--- config.mk ---
export PLATFORM = sky130hd
export DESIGN_NAME = mkio_bc_control
export DESIGN_NICKNAME = d
export VERILOG_FILES = /design/src/rtl/mkio_pkg.sv /design/src/rtl/mkio_bc_timer.sv /design/src/rtl/mkio_bc_control.sv
export SDC_FILE = /design/constraint.sdc
export NUM_CORES = 1
export LEC_CHECK = 0
export CAP_MARGIN = 5
export CORE_UTILIZATION = 48
export CTS_BUF_LIST = sky130_fd_sc_hd__clkbuf_16
export CTS_CLUSTER_DIAMETER = 50
export DETAILED_ROUTE_END_ITERATION = 10
export PLACE_DENSITY = 0.81
export SYNTH_ARGS = -nofsm -noshare
export SYNTH_HDL_FRONTEND = slang
export SYNTH_SLANG_ARGS = --single-unit
--- constraint.sdc ---
create_clock -name clk -period 2.5 [get_ports clk]
set_input_delay 0.375 -clock clk [delete_from_list [all_inputs] [get_ports clk]]
set_output_delay 0.375 -clock clk [all_outputs]
set_load 0.01 [all_outputs]
--- src/rtl/mkio_pkg.sv ---
`default_nettype none
// ============================================================================
// mkio_pkg : shared types and constants for the MIL-STD-1553 bus controller
// Rev 1.0  : initial release
// ============================================================================
package mkio_pkg;

    typedef enum logic [2:0] {
        ST_IDLE        = 3'd0,
        ST_SEND_CMD    = 3'd1,
        ST_SEND_DATA   = 3'd2,
        ST_WAIT_STATUS = 3'd3,
        ST_RECV_DATA   = 3'd4,
        ST_FINISH      = 3'd5
    } state_e;

    localparam logic [2:0] C_ERR_NONE    = 3'd0;
    localparam logic [2:0] C_ERR_TIMEOUT = 3'd1;
    localparam logic [2:0] C_ERR_PARITY  = 3'd2;
    localparam logic [2:0] C_ERR_SYNC    = 3'd3;
    localparam logic [2:0] C_ERR_ADDR    = 3'd4;

    localparam int C_CMD_RT_LSB = 11;
    localparam int C_CMD_TR_BIT = 10;
    localparam int C_CMD_SA_LSB = 5;
    localparam int C_CMD_WC_LSB = 0;

    localparam int C_DEF_TIMEOUT_CYCLES = 448;

    function automatic logic [15:0] build_cmd(input logic [4:0] rt, input logic tr,
                                              input logic [4:0] sa, input logic [4:0] wc);
        logic [15:0] w;
        w                      = '0;
        w[C_CMD_RT_LSB +: 5]   = rt;
        w[C_CMD_TR_BIT]        = tr;
        w[C_CMD_SA_LSB +: 5]   = sa;
        w[C_CMD_WC_LSB +: 5]   = wc;
        return w;
    endfunction

endpackage
`default_nettype wire

--- src/rtl/mkio_bc_timer.sv ---
`default_nettype none
// ============================================================================
// mkio_bc_timer : saturating response-timeout counter, expires after
//                 TIMEOUT_CYCLES uncleared cycles
// Rev 1.0       : initial release
// ============================================================================
module mkio_bc_timer
    import mkio_pkg::*;
#(
    parameter int TIMEOUT_CYCLES = C_DEF_TIMEOUT_CYCLES
) (
    input  logic clk,
    input  logic reset,
    input  logic clear,
    output logic expired
);

    localparam int              C_CW   = $clog2(TIMEOUT_CYCLES + 1);
    localparam logic [C_CW-1:0] C_LAST = C_CW'(TIMEOUT_CYCLES - 1);
    localparam logic [C_CW-1:0] C_ONE  = C_CW'(1);

    logic [C_CW-1:0] cnt_q;

    always_ff @(posedge clk) begin
        if (reset || clear) begin
            cnt_q <= '0;
        end else if (!expired) begin
            cnt_q <= cnt_q + C_ONE;
        end
    end

    assign expired = (cnt_q == C_LAST);

endmodule
`default_nettype wire

--- src/rtl/mkio_bc_control.sv ---
`default_nettype none
// ============================================================================
// mkio_bc_control : 1553 bus-controller transaction sequencer (BC->RT, RT->BC)
//                   Option macro: MKIO_BC_RETRY_EN (retry once on any error)
// Rev 1.0         : initial release
// ============================================================================
module mkio_bc_control
    import mkio_pkg::*;
#(
    parameter int TIMEOUT_CYCLES = C_DEF_TIMEOUT_CYCLES
) (
    input  logic        clk,
    input  logic        reset,
    input  logic        start,
    input  logic [4:0]  rt_addr,
    input  logic        tr,
    input  logic [4:0]  subaddr,
    input  logic [4:0]  word_count,
    output logic [4:0]  wr_addr,
    input  logic [15:0] wr_data,
    output logic [4:0]  rd_addr,
    output logic [15:0] rd_data,
    output logic        rd_we,
    output logic        tx_ready,
    output logic [15:0] tx_data,
    output logic        tx_cd,
    input  logic        tx_busy,
    input  logic        rx_done,
    input  logic [15:0] rx_data,
    input  logic        rx_cd,
    input  logic        p_error,
    output logic        busy,
    output logic        done,
    output logic [15:0] status_word,
    output logic [2:0]  err
);

    localparam logic [1:0] C_PH_ISSUE   = 2'd0;
    localparam logic [1:0] C_PH_WAIT_HI = 2'd1;
    localparam logic [1:0] C_PH_WAIT_LO = 2'd2;

    state_e      state_q, state_d;
    logic [1:0]  phase_q, phase_d;
    logic [4:0]  rt_q, rt_d, sa_q, sa_d, wc_q, wc_d;
    logic        tr_q, tr_d;
    logic [5:0]  idx_q, idx_d;
    logic        tx_ready_q, tx_ready_d, tx_cd_q, tx_cd_d;
    logic [15:0] tx_data_q, tx_data_d;
    logic        rd_we_q, rd_we_d;
    logic [15:0] rd_data_q, rd_data_d;
    logic [4:0]  rd_addr_q, rd_addr_d;
    logic [2:0]  err_q, err_d;
    logic [15:0] status_q, status_d;
`ifdef MKIO_BC_RETRY_EN
    logic        retry_q, retry_d;
`endif

    logic        w_sent, w_last, w_fail, w_tmr_clr, w_tmr_exp;
    logic [2:0]  w_fail_code;
    logic [5:0]  w_n;

    // Word count 0 encodes 32; 6-bit index keeps the final-word compare unambiguous
    assign w_n       = (wc_q == 5'd0) ? 6'd32 : {1'b0, wc_q};
    assign w_last    = (idx_q == (w_n - 6'd1));
    assign w_tmr_clr = !((state_q == ST_WAIT_STATUS) || (state_q == ST_RECV_DATA)) || rx_done;

    mkio_bc_timer #(
        .TIMEOUT_CYCLES (TIMEOUT_CYCLES)
    ) u_timer (
        .clk     (clk),
        .reset   (reset),
        .clear   (w_tmr_clr),
        .expired (w_tmr_exp)
    );

    always_ff @(posedge clk) begin
        if (reset) begin
            state_q    <= ST_IDLE;
            phase_q    <= C_PH_ISSUE;
            rt_q       <= '0;
            tr_q       <= 1'b0;
            sa_q       <= '0;
            wc_q       <= '0;
            idx_q      <= '0;
            tx_ready_q <= 1'b0;
            tx_data_q  <= '0;
            tx_cd_q    <= 1'b0;
            rd_we_q    <= 1'b0;
            rd_data_q  <= '0;
            rd_addr_q  <= '0;
            err_q      <= C_ERR_NONE;
            status_q   <= '0;
`ifdef MKIO_BC_RETRY_EN
            retry_q    <= 1'b0;
`endif
        end else begin
            state_q    <= state_d;
            phase_q    <= phase_d;
            rt_q       <= rt_d;
            tr_q       <= tr_d;
            sa_q       <= sa_d;
            wc_q       <= wc_d;
            idx_q      <= idx_d;
            tx_ready_q <= tx_ready_d;
            tx_data_q  <= tx_data_d;
            tx_cd_q    <= tx_cd_d;
            rd_we_q    <= rd_we_d;
            rd_data_q  <= rd_data_d;
            rd_addr_q  <= rd_addr_d;
            err_q      <= err_d;
            status_q   <= status_d;
`ifdef MKIO_BC_RETRY_EN
            retry_q    <= retry_d;
`endif
        end
    end

    always_comb begin
        state_d     = state_q;
        phase_d     = phase_q;
        rt_d        = rt_q;
        tr_d        = tr_q;
        sa_d        = sa_q;
        wc_d        = wc_q;
        idx_d       = idx_q;
        tx_ready_d  = 1'b0;
        tx_data_d   = tx_data_q;
        tx_cd_d     = tx_cd_q;
        rd_we_d     = 1'b0;
        rd_data_d   = rd_data_q;
        rd_addr_d   = rd_addr_q;
        err_d       = err_q;
        status_d    = status_q;
        w_sent      = 1'b0;
        w_fail      = 1'b0;
        w_fail_code = C_ERR_NONE;
`ifdef MKIO_BC_RETRY_EN
        retry_d     = retry_q;
`endif

        // Issue -> see busy rise -> see busy fall, shared by command and data words
        if ((state_q == ST_SEND_CMD) || (state_q == ST_SEND_DATA)) begin
            case (phase_q)
                C_PH_ISSUE: begin
                    if (!tx_busy) begin
                        tx_ready_d = 1'b1;
                        tx_cd_d    = (state_q == ST_SEND_CMD);
                        tx_data_d  = (state_q == ST_SEND_CMD) ? build_cmd(rt_q, tr_q, sa_q, wc_q)
                                                              : wr_data;
                        phase_d    = C_PH_WAIT_HI;
                    end
                end
                C_PH_WAIT_HI: begin
                    if (tx_busy) phase_d = C_PH_WAIT_LO;
                end
                default: begin
                    if (!tx_busy) begin
                        w_sent  = 1'b1;
                        phase_d = C_PH_ISSUE;
                    end
                end
            endcase
        end

        case (state_q)
            ST_IDLE: begin
                if (start) begin
                    rt_d    = rt_addr;
                    tr_d    = tr;
                    sa_d    = subaddr;
                    wc_d    = word_count;
                    idx_d   = '0;
                    phase_d = C_PH_ISSUE;
                    err_d   = C_ERR_NONE;
`ifdef MKIO_BC_RETRY_EN
                    retry_d = 1'b0;
`endif
                    state_d = ST_SEND_CMD;
                end
            end
            ST_SEND_CMD: begin
                if (w_sent) begin
                    idx_d   = '0;
                    state_d = tr_q ? ST_WAIT_STATUS : ST_SEND_DATA;
                end
            end
            ST_SEND_DATA: begin
                if (w_sent) begin
                    if (w_last) state_d = ST_WAIT_STATUS;
                    else        idx_d   = idx_q + 6'd1;
                end
            end
            ST_WAIT_STATUS: begin
                if (rx_done) begin
                    if (p_error) begin
                        w_fail = 1'b1; w_fail_code = C_ERR_PARITY;
                    end else if (!rx_cd) begin
                        w_fail = 1'b1; w_fail_code = C_ERR_SYNC;
                    end else if (rx_data[15:11] != rt_q) begin
                        w_fail = 1'b1; w_fail_code = C_ERR_ADDR;
                    end else begin
                        status_d = rx_data;
                        idx_d    = '0;
                        if (tr_q) begin
                            state_d = ST_RECV_DATA;
                        end else begin
                            err_d   = C_ERR_NONE;
                            state_d = ST_FINISH;
                        end
                    end
                end else if (w_tmr_exp) begin
                    w_fail = 1'b1; w_fail_code = C_ERR_TIMEOUT;
                end
            end
            ST_RECV_DATA: begin
                if (rx_done) begin
                    if (p_error) begin
                        w_fail = 1'b1; w_fail_code = C_ERR_PARITY;
                    end else if (rx_cd) begin
                        w_fail = 1'b1; w_fail_code = C_ERR_SYNC;
                    end else begin
                        rd_we_d   = 1'b1;
                        rd_data_d = rx_data;
                        rd_addr_d = idx_q[4:0];
                        if (w_last) begin
                            err_d   = C_ERR_NONE;
                            state_d = ST_FINISH;
                        end else begin
                            idx_d   = idx_q + 6'd1;
                        end
                    end
                end else if (w_tmr_exp) begin
                    w_fail = 1'b1; w_fail_code = C_ERR_TIMEOUT;
                end
            end
            ST_FINISH: state_d = ST_IDLE;
            default:   state_d = ST_IDLE;
        endcase

        if (w_fail) begin
`ifdef MKIO_BC_RETRY_EN
            if (!retry_q) begin
                retry_d = 1'b1;
                idx_d   = '0;
                phase_d = C_PH_ISSUE;
                state_d = ST_SEND_CMD;
            end else begin
                err_d   = w_fail_code;
                state_d = ST_FINISH;
            end
`else
            err_d   = w_fail_code;
            state_d = ST_FINISH;
`endif
        end
    end

    always_comb begin
        busy = (state_q != ST_IDLE) && (state_q != ST_FINISH);
        done = (state_q == ST_FINISH);
    end

    assign wr_addr     = idx_q[4:0];
    assign rd_addr     = rd_addr_q;
    assign rd_data     = rd_data_q;
    assign rd_we       = rd_we_q;
    assign tx_ready    = tx_ready_q;
    assign tx_data     = tx_data_q;
    assign tx_cd       = tx_cd_q;
    assign status_word = status_q;
    assign err         = err_q;

endmodule
`default_nettype wire

==> impl_metrics.ini <==
[logic_synthesis]
synth.yosys.seq_area_share_pct = 45.2
syn_nets = 549
syn_area_um2 = 4210
yosys_register_bits = 95
syn_inst = 491
synth_enable_flop_cells = 0
async_reset_ff_share_pct = 0
ys.warnings.count = 0
ys_types = 55
synthFlopType = dfxtp_1
avgSynthCellArea_um2 = 8.57

[global_route]
first_global_vias = 3829
grt_pass1_wl_um = 17900
antenna_found_initial = 0
grt_overflow = 0
track_usage_pct = 25.2
grt_start_max_net_pins = 38

[finish]
finalCoreUtilization_pct = 70.6
layout-drive-gt1-share_pct = 7.84
fin_area_um2 = 5880
syn2layout_area_growth_pct = 39.8
n_antenna_cell = 0
nets = 665

[clock_network]
clk_pin_slew_ns = 0.07
cts_hold_buffers = 0
cts_root_buf = clkbuf_16
numCtsBuffers = 9
post-cts-setup-buffers = 0
clock-sinks = 95
insertion_delay_ns = 0.34
cts_resized = 0
cts_tree = done
clockBufferDepth = 2
ctsHtreeMaxLevel = 3

[sta]
skew_ns = 0.00707
tns_ns = 0
period_needed_ns = 2.32
finalSetupViolCount = 0
timing.hold.ws_ns = 0.368
drv_slew = 0
max_freq_ghz = 0.431
tightest_slew_ns = 0.634
timing.final.crit_share_pct = 92.8
rsz0062_at_grt = no
relSlewSlack_pct = 57.6
final_hold_viol_count = 0
fin_ws_ns = 0.179

[die]
start_util_pct = 50.5
die_w_um = 95.7
rows = 33
ios = 121
dieArea_um2 = 9150
core-area_um2 = 8340
die_height_um = 95.7

[place]
place_congestion = 0.917
portBuffers = 120
dpl.hpwl_um = 7890
place_ws_ns = -0.0264
dpl_cell_area_um2 = 5550

[detailed_routing]
via_count = 3881
first_pass_iters = 4
avgViaCountPerCell = 5.41
ant_nets = 0
wl_per_cell_um = 15.5
drt_iter0_markers = 224
drc = 0
routed_wl_um = 11100

[power]
p_leak_uw = 0.00207
cellPowerDensity_nw_per_um2 = 857
ir_drop_mv = 0.490

[setup_path]
path_class = reg -> reg
crit_fanout = 11
worstPathRequired_ns = 2.76
ff2ff_setup_slack_ns = 0.18
end_kind = flop
start_kind = flop
arrival_ns = 2.58

[run]
maxCapViolations = 0

[run_status]
status = complete, no violations

[worst_hold_path]
min_path_type = in -> reg
-- per-layer routing --
layer  global-route usage [%]  vias up  part of all wire, %
met5                        0        -                    0
met4                     9.20        0                  1.9
met3                     7.66       20                  9.4
met2                     42.1      143                   45
met1                     30.5     1793                   44
li1                         -     1925                    -
-- synth_stat cells, types with 2 or more instances --
cell type  number  area, um^2
buf_6           2        22.5
clkbuf_1       22        82.6
inv_1           6        22.5
nor3_1          7        35.0
or4_1           4        30.0
a32o_1          2        20.0
a21oi_1        47         235
a211oi_1       17         128
a21boi_1        5        37.5
nand2_1        90         338
ha_1            3        37.5
buf_2           6        30.0
o21ai_0         6        30.0
or3_1           5        31.3
xnor2_1         8        70.1
nor2b_1         5        31.3
nor3b_1         2        15.0
nand3_1        10        50.1
nor2_1         52         195
a31oi_1         2        12.5
o221ai_1        2        17.5
o31ai_1         4        30.0
nand2b_1        3        18.8
xor2_1         11        96.3
nand4_1         4        25.0
buf_4           5        37.5
dfxtp_1        95        1900
and2_1          3        18.8
and3_1          5        31.3
mux2i_1        33         330
-- power by group --
part	internal, uW	switching [uW]
registers	1690	165
logic	805	852
clock network	970	566
-- worst max-delay path, stage by stage, from the launching register on --
cell,delay [ns]
dfxtp_2,0.36
inv_1,0.06
ha_1,0.23
o21ba_2,0.22
a221o_1,0.36
and2_1,0.14
a2111oi_1,0.35
buf_4,0.23
o21ai_0,0.11
a21boi_1,0.18
-- cell usage in the layout (no fill, tap or decap), drive strengths merged, types with 11 or more instances in the layout --
master / instances
a211oi: 17
a21oi: 47
buf: 22
clkdlybuf4s50: 119
dfxtp: 95
mux2i: 33
nand2: 90
nand3: 11
nor2: 53
xor2: 11
-- through the flow --
| stage | std cells | power (uW) |
|---|---|---|
| after floorplan | 491 | 2920 |
| after global placement | 701 | 3460 |
| after detailed placement | 701 | 3520 |
| after CTS | 717 | 5060 |
| after global routing | 717 | 5310 |
| final | 717 | 5040 |
-- path summary, 6_finish.rpt --
check / startpoint / depth (start not counted) / end
worst max register to register: wc_q[1]$_SDFFE_PP0P_ / 9 / idx_q[0]$_SDFFE_PP0P_
worst min-delay path: reset / 2 / status_word[12]$_SDFFE_PP0P_
worst min register to register: sa_q[2]$_SDFFE_PP0P_ / 2 / sa_q[2]$_SDFFE_PP0P_
worst max-delay path: wc_q[1]$_SDFFE_PP0P_ / 9 / idx_q[0]$_SDFFE_PP0P_
-- logic make-up (layout without fill, tap and decap cells) --
logic type	after synthesis	after routing	share of synthesized area (%)
simple gates	197	197	21.2
compound gates	102	102	16.3
flops	95	95	45.2
buf+inv	42	163	4.73
mux	33	33	7.85
xor+xnor	19	19	3.95
fa+ha+maj	3	3	0.892
-- flip-flops by register name (all words and copies together), names as in the netlist, 2 cells and up --
signal and cells:
u_timer.cnt_q 9, rt_q 5, state_q 3, idx_q 6, phase_q 2, err 3, rd_data 16, rd_addr 5
sa_q 5, status_word 16, wc_q 5, tx_data 16
-- cell type report --
type	count	area [um^2]
clock buffers	9	225
clock inverters	7	111
well taps	105	131
inverters	6	22.5
repair buffers	141	1370
fillers	665	2460
multi-input cells	354	2120
flip-flops and latches	95	1900
(Power assumes the default switching activity.)
